**src/rtl/aes_pkg.sv**
```systemverilog
// Shared AES types, the FSM encoding and the forward S-box table
// used by the iterative SubBytes stage.
package aes_pkg;

  typedef logic [7:0]   byte_t;
  typedef logic [127:0] state_t;

  typedef enum logic [1:0] {
    IDLE = 2'd0,
    RUN  = 2'd1,
    DONE = 2'd2
  } sb_state_e;

  // Forward S-box: GF(2^8) inverse mod 0x11B followed by the affine map (+0x63)
  localparam byte_t SBOX [256] = '{
    8'h63, 8'h7c, 8'h77, 8'h7b, 8'hf2, 8'h6b, 8'h6f, 8'hc5, 8'h30, 8'h01, 8'h67, 8'h2b, 8'hfe, 8'hd7, 8'hab, 8'h76,
    8'hca, 8'h82, 8'hc9, 8'h7d, 8'hfa, 8'h59, 8'h47, 8'hf0, 8'had, 8'hd4, 8'ha2, 8'haf, 8'h9c, 8'ha4, 8'h72, 8'hc0,
    8'hb7, 8'hfd, 8'h93, 8'h26, 8'h36, 8'h3f, 8'hf7, 8'hcc, 8'h34, 8'ha5, 8'he5, 8'hf1, 8'h71, 8'hd8, 8'h31, 8'h15,
    8'h04, 8'hc7, 8'h23, 8'hc3, 8'h18, 8'h96, 8'h05, 8'h9a, 8'h07, 8'h12, 8'h80, 8'he2, 8'heb, 8'h27, 8'hb2, 8'h75,
    8'h09, 8'h83, 8'h2c, 8'h1a, 8'h1b, 8'h6e, 8'h5a, 8'ha0, 8'h52, 8'h3b, 8'hd6, 8'hb3, 8'h29, 8'he3, 8'h2f, 8'h84,
    8'h53, 8'hd1, 8'h00, 8'hed, 8'h20, 8'hfc, 8'hb1, 8'h5b, 8'h6a, 8'hcb, 8'hbe, 8'h39, 8'h4a, 8'h4c, 8'h58, 8'hcf,
    8'hd0, 8'hef, 8'haa, 8'hfb, 8'h43, 8'h4d, 8'h33, 8'h85, 8'h45, 8'hf9, 8'h02, 8'h7f, 8'h50, 8'h3c, 8'h9f, 8'ha8,
    8'h51, 8'ha3, 8'h40, 8'h8f, 8'h92, 8'h9d, 8'h38, 8'hf5, 8'hbc, 8'hb6, 8'hda, 8'h21, 8'h10, 8'hff, 8'hf3, 8'hd2,
    8'hcd, 8'h0c, 8'h13, 8'hec, 8'h5f, 8'h97, 8'h44, 8'h17, 8'hc4, 8'ha7, 8'h7e, 8'h3d, 8'h64, 8'h5d, 8'h19, 8'h73,
    8'h60, 8'h81, 8'h4f, 8'hdc, 8'h22, 8'h2a, 8'h90, 8'h88, 8'h46, 8'hee, 8'hb8, 8'h14, 8'hde, 8'h5e, 8'h0b, 8'hdb,
    8'he0, 8'h32, 8'h3a, 8'h0a, 8'h49, 8'h06, 8'h24, 8'h5c, 8'hc2, 8'hd3, 8'hac, 8'h62, 8'h91, 8'h95, 8'he4, 8'h79,
    8'he7, 8'hc8, 8'h37, 8'h6d, 8'h8d, 8'hd5, 8'h4e, 8'ha9, 8'h6c, 8'h56, 8'hf4, 8'hea, 8'h65, 8'h7a, 8'hae, 8'h08,
    8'hba, 8'h78, 8'h25, 8'h2e, 8'h1c, 8'ha6, 8'hb4, 8'hc6, 8'he8, 8'hdd, 8'h74, 8'h1f, 8'h4b, 8'hbd, 8'h8b, 8'h8a,
    8'h70, 8'h3e, 8'hb5, 8'h66, 8'h48, 8'h03, 8'hf6, 8'h0e, 8'h61, 8'h35, 8'h57, 8'hb9, 8'h86, 8'hc1, 8'h1d, 8'h9e,
    8'he1, 8'hf8, 8'h98, 8'h11, 8'h69, 8'hd9, 8'h8e, 8'h94, 8'h9b, 8'h1e, 8'h87, 8'he9, 8'hce, 8'h55, 8'h28, 8'hdf,
    8'h8c, 8'ha1, 8'h89, 8'h0d, 8'hbf, 8'he6, 8'h42, 8'h68, 8'h41, 8'h99, 8'h2d, 8'h0f, 8'hb0, 8'h54, 8'hbb, 8'h16
  };

endpackage

```
**src/rtl/aes_sbox.sv**
```systemverilog
// Single combinational forward S-box lookup.
module aes_sbox
  import aes_pkg::*;
(
  input  byte_t sbox_i,
  output byte_t sbox_o
);

  assign sbox_o = SBOX[sbox_i];

endmodule

```
**src/rtl/sub_bytes_iter.sv**
```systemverilog
// Iterative AES SubBytes: LANES shared S-boxes substitute a 128-bit state
// over 16/LANES cycles, then hold the result until downstream accepts it.
module sub_bytes_iter
  import aes_pkg::*;
#(
  parameter int LANES = 4
) (
  input  logic      clk,
  input  logic      rst,
  input  logic      in_valid,
  output logic      in_ready,
  input  state_t    in_state,
  output logic      out_valid,
  input  logic      out_ready,
  output state_t    out_state,
  output logic      busy,
  output sb_state_e dbg_state
);

  localparam int STEPS = 16 / LANES;
  localparam int IDX_W = (STEPS > 1) ? $clog2(STEPS) : 1;
  localparam logic [IDX_W-1:0] LAST = IDX_W'(STEPS - 1);

  if (!(LANES == 1 || LANES == 2 || LANES == 4 || LANES == 8 || LANES == 16)) begin : g_bad_lanes
    $error("sub_bytes_iter: LANES must be 1, 2, 4, 8 or 16");
  end

  // Handshake: a transfer happens on a rising edge where valid and ready are both high.
  // in_ready may depend combinationally on out_ready (DONE->RUN back-to-back path).
  sb_state_e        state_q, state_d;
  logic [IDX_W-1:0] idx_q, idx_d;
  state_t           src_q, src_d;
  state_t           res_q, res_d;
  byte_t            lane_in  [LANES];
  byte_t            lane_out [LANES];

  // Byte j of the state lives at bits [127-8j -: 8]; lane l handles byte idx*LANES+l.
  always_comb begin
    for (int l = 0; l < LANES; l++) begin
      lane_in[l] = src_q[127 - 8 * (int'(idx_q) * LANES + l) -: 8];
    end
  end

  for (genvar g = 0; g < LANES; g++) begin : g_lane
    aes_sbox u_sbox (
      .sbox_i (lane_in[g]),
      .sbox_o (lane_out[g])
    );
  end

  always_comb begin
    state_d  = state_q;
    idx_d    = idx_q;
    src_d    = src_q;
    res_d    = res_q;
    in_ready = 1'b0;
    case (state_q)
      IDLE: begin
        in_ready = 1'b1;
        if (in_valid) begin
          src_d   = in_state;
          idx_d   = '0;
          state_d = RUN;
        end
      end
      RUN: begin
        for (int l = 0; l < LANES; l++) begin
          res_d[127 - 8 * (int'(idx_q) * LANES + l) -: 8] = lane_out[l];
        end
        if (idx_q == LAST) begin
          idx_d   = '0;
          state_d = DONE;
        end else begin
          idx_d = idx_q + 1'b1;
        end
      end
      DONE: begin
        in_ready = out_ready;
        if (out_ready) begin
          if (in_valid) begin
            src_d   = in_state;
            idx_d   = '0;
            state_d = RUN;
          end else begin
            state_d = IDLE;
          end
        end
      end
      default: state_d = IDLE;
    endcase
    if (rst) in_ready = 1'b0;
  end

  always_ff @(posedge clk) begin
    if (rst) begin
      state_q <= IDLE;
      idx_q   <= '0;
      src_q   <= '0;
      res_q   <= '0;
    end else begin
      state_q <= state_d;
      idx_q   <= idx_d;
      src_q   <= src_d;
      res_q   <= res_d;
    end
  end

  assign out_valid = (state_q == DONE);
  assign out_state = res_q;
  assign busy      = (state_q != IDLE);
  assign dbg_state = state_q;

endmodule

```
**config.mk**
```make
export PLATFORM = sky130hd
export DESIGN_NAME = sub_bytes_iter
export DESIGN_NICKNAME = d
export VERILOG_FILES = /design/src/rtl/aes_pkg.sv /design/src/rtl/aes_sbox.sv /design/src/rtl/sub_bytes_iter.sv
export SDC_FILE = /design/constraint.sdc
export NUM_CORES = 1
export LEC_CHECK = 0
export ABC_AREA = 1
export CAP_MARGIN = 20
export CORE_UTILIZATION = 45
export DETAILED_ROUTE_END_ITERATION = 6
export PLACE_DENSITY = 0.66
export SYNTH_ARGS = -nofsm -noshare
export SYNTH_HDL_FRONTEND = slang
export SYNTH_SLANG_ARGS = --single-unit
```
**constraint.sdc**
```tcl
create_clock -name clk -period 4.1 [get_ports clk]
set_input_delay 1.025 -clock clk [delete_from_list [all_inputs] [get_ports clk]]
set_output_delay 1.025 -clock clk [all_outputs]
set_load 0.02 [all_outputs]
```
# Word level (Yosys, flattened, before mapping)
# Memory sizes are Yosys's and may differ from the RTL's.
# Cells that the tools add are included.
# totals
reg_bits,260
elab_cells,79
mem_bits_ro,8192
in_bits,132
mem_count,4
out_inout_bits,133
# op_classes
n_reduce_logical,7
n_eq_ne,6
shift,12
magnitude_cmp,4
bitwise,4
mux,26
add_sub_neg,12
# memory_table
name,depth,word_bits,read_ports,rd_ports_with_merged_regs,write_ports,line_no,source
(name not given),256,8,1,0,0,aes_sbox.sv:9,assign sbox_o = SBOX[sbox_i];
(name not given),256,8,1,0,0,aes_sbox.sv:9,
(name not given),256,8,1,0,0,aes_sbox.sv:9,
(name not given),256,8,1,0,0,aes_sbox.sv:9,
# ops
op,count
$shift A8 B33 Y135 const A,4
$shiftx A8 B33 Y135,4
$bwmux W128,4
$shiftx A135 B9 Y8,3
$mux W128,2
$pmux W128 S2,1
$shiftx A135 B8 Y8,1
$neg A9 Y33,3
$mux W8,8
$ge A9 B9 Y1 const B,4
$not A8 Y9,4
$neg A8 Y33,1
$sub A7 B8 Y9 const A,3
$mux W2,6
$pmux W2 S3,2
$add A4 B2 Y5 const B,2
$sub A7 B7 Y8 const A,1
$add A4 B1 Y5 const B,1
$eq A2 B2 Y1 const B,2
$ne A2 B2 Y1 const B,2
$reduce_and A2 Y1,2
$reduce_bool A2 Y1,2
$reduce_and A3 Y1,1
$reduce_bool A3 Y1,1
6 further kinds,7

# Depth between registers and ports, before layout
# depth
ltp_word,11
depth_mapped,22
depth_no_buf,19

# Modules after synthesis
# Synthesis repeated with hierarchy kept, for this count alone.
# hier_totals
cells_unflattened,4262
area_unflattened_um2,23443.7
# modules_own_cells
module,area_each_um2,instances,cells_per_inst,seq_area_each_um2
aes_sbox,2939.1,4,639,0.0
sub_bytes_iter,11687.5,1,1706,5205.0

# Worst setup path after synthesis
# OpenSTA, ideal clock, no wires.
# synth_path
kind,input port to output port
from,input rst
to,output in_ready
cell_stages,3
t_required_ns,3.075
slack_ns,1.402
arrival_time_ns,1.673
path_buffers,2
path_cell_list,clkbuf_1 clkbuf_1 nor2_1
# synth_between
elab_chain_len,1
# synth_rtl
item,line_no,source
start: declaration,sub_bytes_iter.sv:9,"input logic rst,"
$mux W1,sub_bytes_iter.sv:91,if (rst) in_ready = 1'b0;
end: declaration,sub_bytes_iter.sv:11,"output logic in_ready,"
# No other way between the ends.

# Worst setup path in the final report
# layout_path
from,register idx_q[0]
to,"register res_q[52], in the netlist out_state[52]"
# layout_between
elab_chain_len,11
word_cells_on_any_way,43
classes_between,add/sub: 11; shift: 12; mux: 12; bitwise: 4; memory: 4
# layout_rtl
item,line_no,source
start: declaration,sub_bytes_iter.sv:31,"logic [IDX_W-1:0] idx_q, idx_d;"
start signal: assignment,sub_bytes_iter.sv:102,idx_q <= idx_d;
$add A4 B1 Y5 / $sub A7 B7 Y8 (equally long branches),"sub_bytes_iter.sv:40, sub_bytes_iter.sv:68",
$sub A7 B8 Y9 / $shiftx A135 B8 Y8 (equally long branches),"sub_bytes_iter.sv:40, sub_bytes_iter.sv:68",
$shiftx A135 B9 Y8 / $not A8 Y9 (equally long branches),"sub_bytes_iter.sv:40, aes_sbox.sv:9",
$not A8 Y9 (implied by the code) / $mem_v2 Z256 W8 (equally long branches),--,
$mem_v2 Z256 W8 / $mux W8 (equally long branches),--,
$mux W8 (implied by the code),aes_sbox.sv:9,
$mux W8 (implied by the code) / $shiftx A8 B33 Y135 (equally long branches),"aes_sbox.sv:9, sub_bytes_iter.sv:68",
$shiftx A8 B33 Y135 / $bwmux W128 (equally long branches),sub_bytes_iter.sv:68,res_d[127 - 8 * (int'(idx_q) * LANES + l) -: 8] = lane_out[l];
$bwmux W128 (2 in series),sub_bytes_iter.sv:68,
$bwmux W128 (*),sub_bytes_iter.sv:68,
end signal: assignment,sub_bytes_iter.sv:104,res_q <= res_d;
end: declaration,sub_bytes_iter.sv:33,"state_t res_q, res_d;"
# Every way passes the cells marked *; elsewhere a longest branch is shown, timed or not. The select of a mux whose other input is x is not followed.
# A chain may end at the register's enable or synchronous reset.

==> key figures <==
Routing
  • DRT iter0 DRCs: 4981
  • Final wirelength: 111.3 mm
  • # DRC: 0
  • Via Count: 29680
  • Final antenna-violating net count: 0
  • Detailed Routing Iterations Pass 1: 7
  • Post-DR vias/cell: 6.372
  • Drt wl/cell: 23.89 µm

Clock tree
  • CTS resizes: 0
  • Clk_lat worst skew: 0.61 ns
  • Post-CTS setup buffers: 0
  • H-tree depth: 1
  • Num CTS Buffers: 29
  • Clock buffer depth: 3
  • Clk sinks: 260
  • CTS Hold Bufs: 0
  • Reg clk slew, reported paths: 0.06 ns
  • CTS root buf: clkbuf_16
  • TritonCTS clock tree: done

Synth
  • Net count after synthesis: 4062
  • Synth warn: 0
  • Count of state elements after synthesis: 260
  • EDFF count, synth: 0
  • Ys async rst share: 0
  • Unique masters post-synth: 36
  • Most instantiated library cell after synthesis: nand3_1
  • Post-Syn Area: 22670 µm²
  • Synth area leaders: nand3_1 (26%), dfxtp_1 (23%), nand2_1 (16%)
  • Yosys top cell by area: nand3_1
  • Post-Synthesis Cells: 3875
  • Synth top cells by count: nand3_1 (1187), nand2_1 (959), nor2_1 (302)
  • Ys flop type: dfxtp_1
  • Post-synthesis area per instance: 5.851 µm²
  • Share of the synthesized area in the top cell type: 0.2620
  • Seq/Total Area, Yosys: 0.2296

Worst setup path
  • Crit Path Category: reg -> reg
  • CP Capture Type: flip-flop
  • CP startpoint kind: flip-flop
  • Worst R2R Path Depth: 17
  • CP max FO: 92
  • Worst path arrival time: 4.10 ns
  • Worst EP required: 4.55 ns

Place
  • Pre-CTS setup slack: 0.6294 ns
  • Placer Congestion: 1.071
  • # port buffers: 264
  • DP HPWL: 76.81 mm

Floorplan
  • Std-Cell Core Area: 49360 µm²
  • Core Rows: 81
  • Die width: 226.5 µm
  • Die area: 51290 µm²
  • Starting Density: 0.4594
  • Io pins: 265
  • DIE HEIGHT: 226.5 µm

STA
  • Hold Slack: 0.4560 ns
  • Final Cycle Share: 0.8898
  • Fin crit period: 3.648 ns
  • Clock skew: 0.02535 ns
  • RSZ-0062 raised after global routing: false
  • Final setup viols: 0
  • Worst slew pin tran: 1.098 ns
  • Fin Setup TNS: 0 ns
  • Worst setup margin: 0.4517 ns
  • Relative slew slack: 0.2666
  • Hold Violations, Final: 0
  • Max frequency: 0.2741 GHz
  • Max-slew violation total from the final report: 0

Worst hold path
  • Worst hold path stage count: 2
  • Hold Path Class: reg -> reg

Power
  • Maximum resistive drop on vdd: 0.0002966 V
  • Leakage: 11.40 nW
  • PwrDens: 445.8 nW/µm²

Layout
  • Multi-input gate area: 15420 µm²
  • Register area: 5210 µm²
  • Layout cells sized above 1: 0.07966
  • # nets final: 4156
  • Finished Core Util: 0.5387
  • Fill cells: 5259
  • Syn-to-layout area delta: 17.28%

GRT
  • Number of global-route vias before repair: 26890
  • First-pass GRT wire length: 166.2 mm
  • Largest net degree at the start of global routing: 97
  • Initial antenna violation count: 3
  • Tot GR Track Use: 0.4226
  • GRT overflow: 0

Flow run
  • MaxCap Viol Count: 0

Run status
  • Run status: complete, no violations
[cell type report]
class,instances,share of cell area
Multi-Input combinational cell,3173,0.5798
Sequential cell,260,0.1959
Timing Repair Buffer,377,0.1364
Tap cell,664,0.03124
Clock buffer,34,0.02950
Inverter,128,0.01845
Clock inverter,20,0.008470
Antenna cell,2,0.0001882
[stage by stage]
| stage | power (mW) | cells | cell area, µm² |
|---|---|---|---|
| 6_report | 11.85 | 4658 | 26590 |
| 5_1_grt | 12.38 | 4658 | 26590 |
| 4_1_cts | 11.56 | 4656 | 26590 |
| 3_5_place_dp | 8.777 | 4602 | 25580 |
| 3_3_place_gp | 8.838 | 4602 | 25580 |
| 2_1_floorplan | 6.851 | 3875 | 22670 |
[state kept, by name (all words and copies together), names as in the netlist]
register and cells:
out_state 128, src_q 128, dbg_state 2, idx_q 2
[worst max-delay path, stage by stage (launching register included)]
cell and delay [ns]:
dfxtp_4 0.37, buf_12 0.34, nand2_1 0.15, nand2_1 0.11, nand2_1 0.06, nand2_2 0.31, ha_1 0.39, inv_1 0.12
nand3_2 0.29, inv_1 0.10, a21oi_1 0.36, nand2_1 0.10, nand3_1 0.10, nand3_1 0.09, nand3_1 0.07, nand2_1 0.25
nand3_1 0.15, a21oi_1 0.07
[layout by cell type, fill, tap and decap left out, types with 2 or more instances in the layout]
cell,synthesis,layout
clkbuf_8,0,4
buf_4,45,103
inv_2,11,12
a32oi_4,6,6
o21ai_0,164,164
diode_2,0,2
nand2_1,959,950
nor2_4,0,4
inv_6,0,2
buf_12,0,11
nor3_1,2,2
or2_2,19,19
clkinv_2,0,9
or2_1,9,9
nand2_2,60,69
clkinv_4,0,2
nand3_4,1,2
nand3_2,26,26
nand4_1,114,114
nand2_4,3,3
a31oi_1,2,2
clkbuf_16,0,29
bufinv_16,0,4
o211ai_1,20,20
nand3_1,1187,1186
ha_1,55,55
dfxtp_1,260,258
o21ai_1,7,7
a21oi_1,226,226
or2_0,3,3
inv_1,112,111
inv_4,4,5
clkdlybuf4s50_1,0,263
nand3b_1,3,3
nor2_1,302,298
[worst paths after layout]
path | start | to | slack (ns)
worst max register to register | idx_q[0]$_SDFFE_PP0P_ | out_state[52]$_SDFFE_PP0P_ | 0.45
worst max-delay path | idx_q[0]$_SDFFE_PP0P_ | out_state[52]$_SDFFE_PP0P_ | 0.45
worst min register to register | src_q[77]$_SDFFE_PP0P_ | src_q[77]$_SDFFE_PP0P_ | 0.46
worst min-delay path | src_q[77]$_SDFFE_PP0P_ | src_q[77]$_SDFFE_PP0P_ | 0.46
[per-layer routing]
metal  track usage  vias to the layer above  share of wire
li1              -                    13420              -
met1        0.5374                    13510           0.38
met5             0                        -       0.000072
met2        0.6170                     2236           0.41
met4        0.2585                        2          0.069
met3        0.1352                      517           0.14
[kinds of logic (layout without fill, tap and decap cells)]
kind of cell,Yosys count,in the layout,synth area share
adders and majority gates,55,55,0.03035
AOI/OAI and AO/OA,428,428,0.1035
buffers and inverters,442,559,0.09326
and+or+nand+nor,2690,2690,0.5433
DFF,260,260,0.2296
other,0,2,0
[where the power goes]
group	switching, mW	internal, mW	total, mW	leakage [nW]
combinational	4.48	1.83	6.31	8.76
clock	1.16	1.62	2.79	0.507
sequential	0.0795	2.68	2.76	2.13
total	5.73	6.13	11.9	11.4
(Power assumes the default switching activity.)
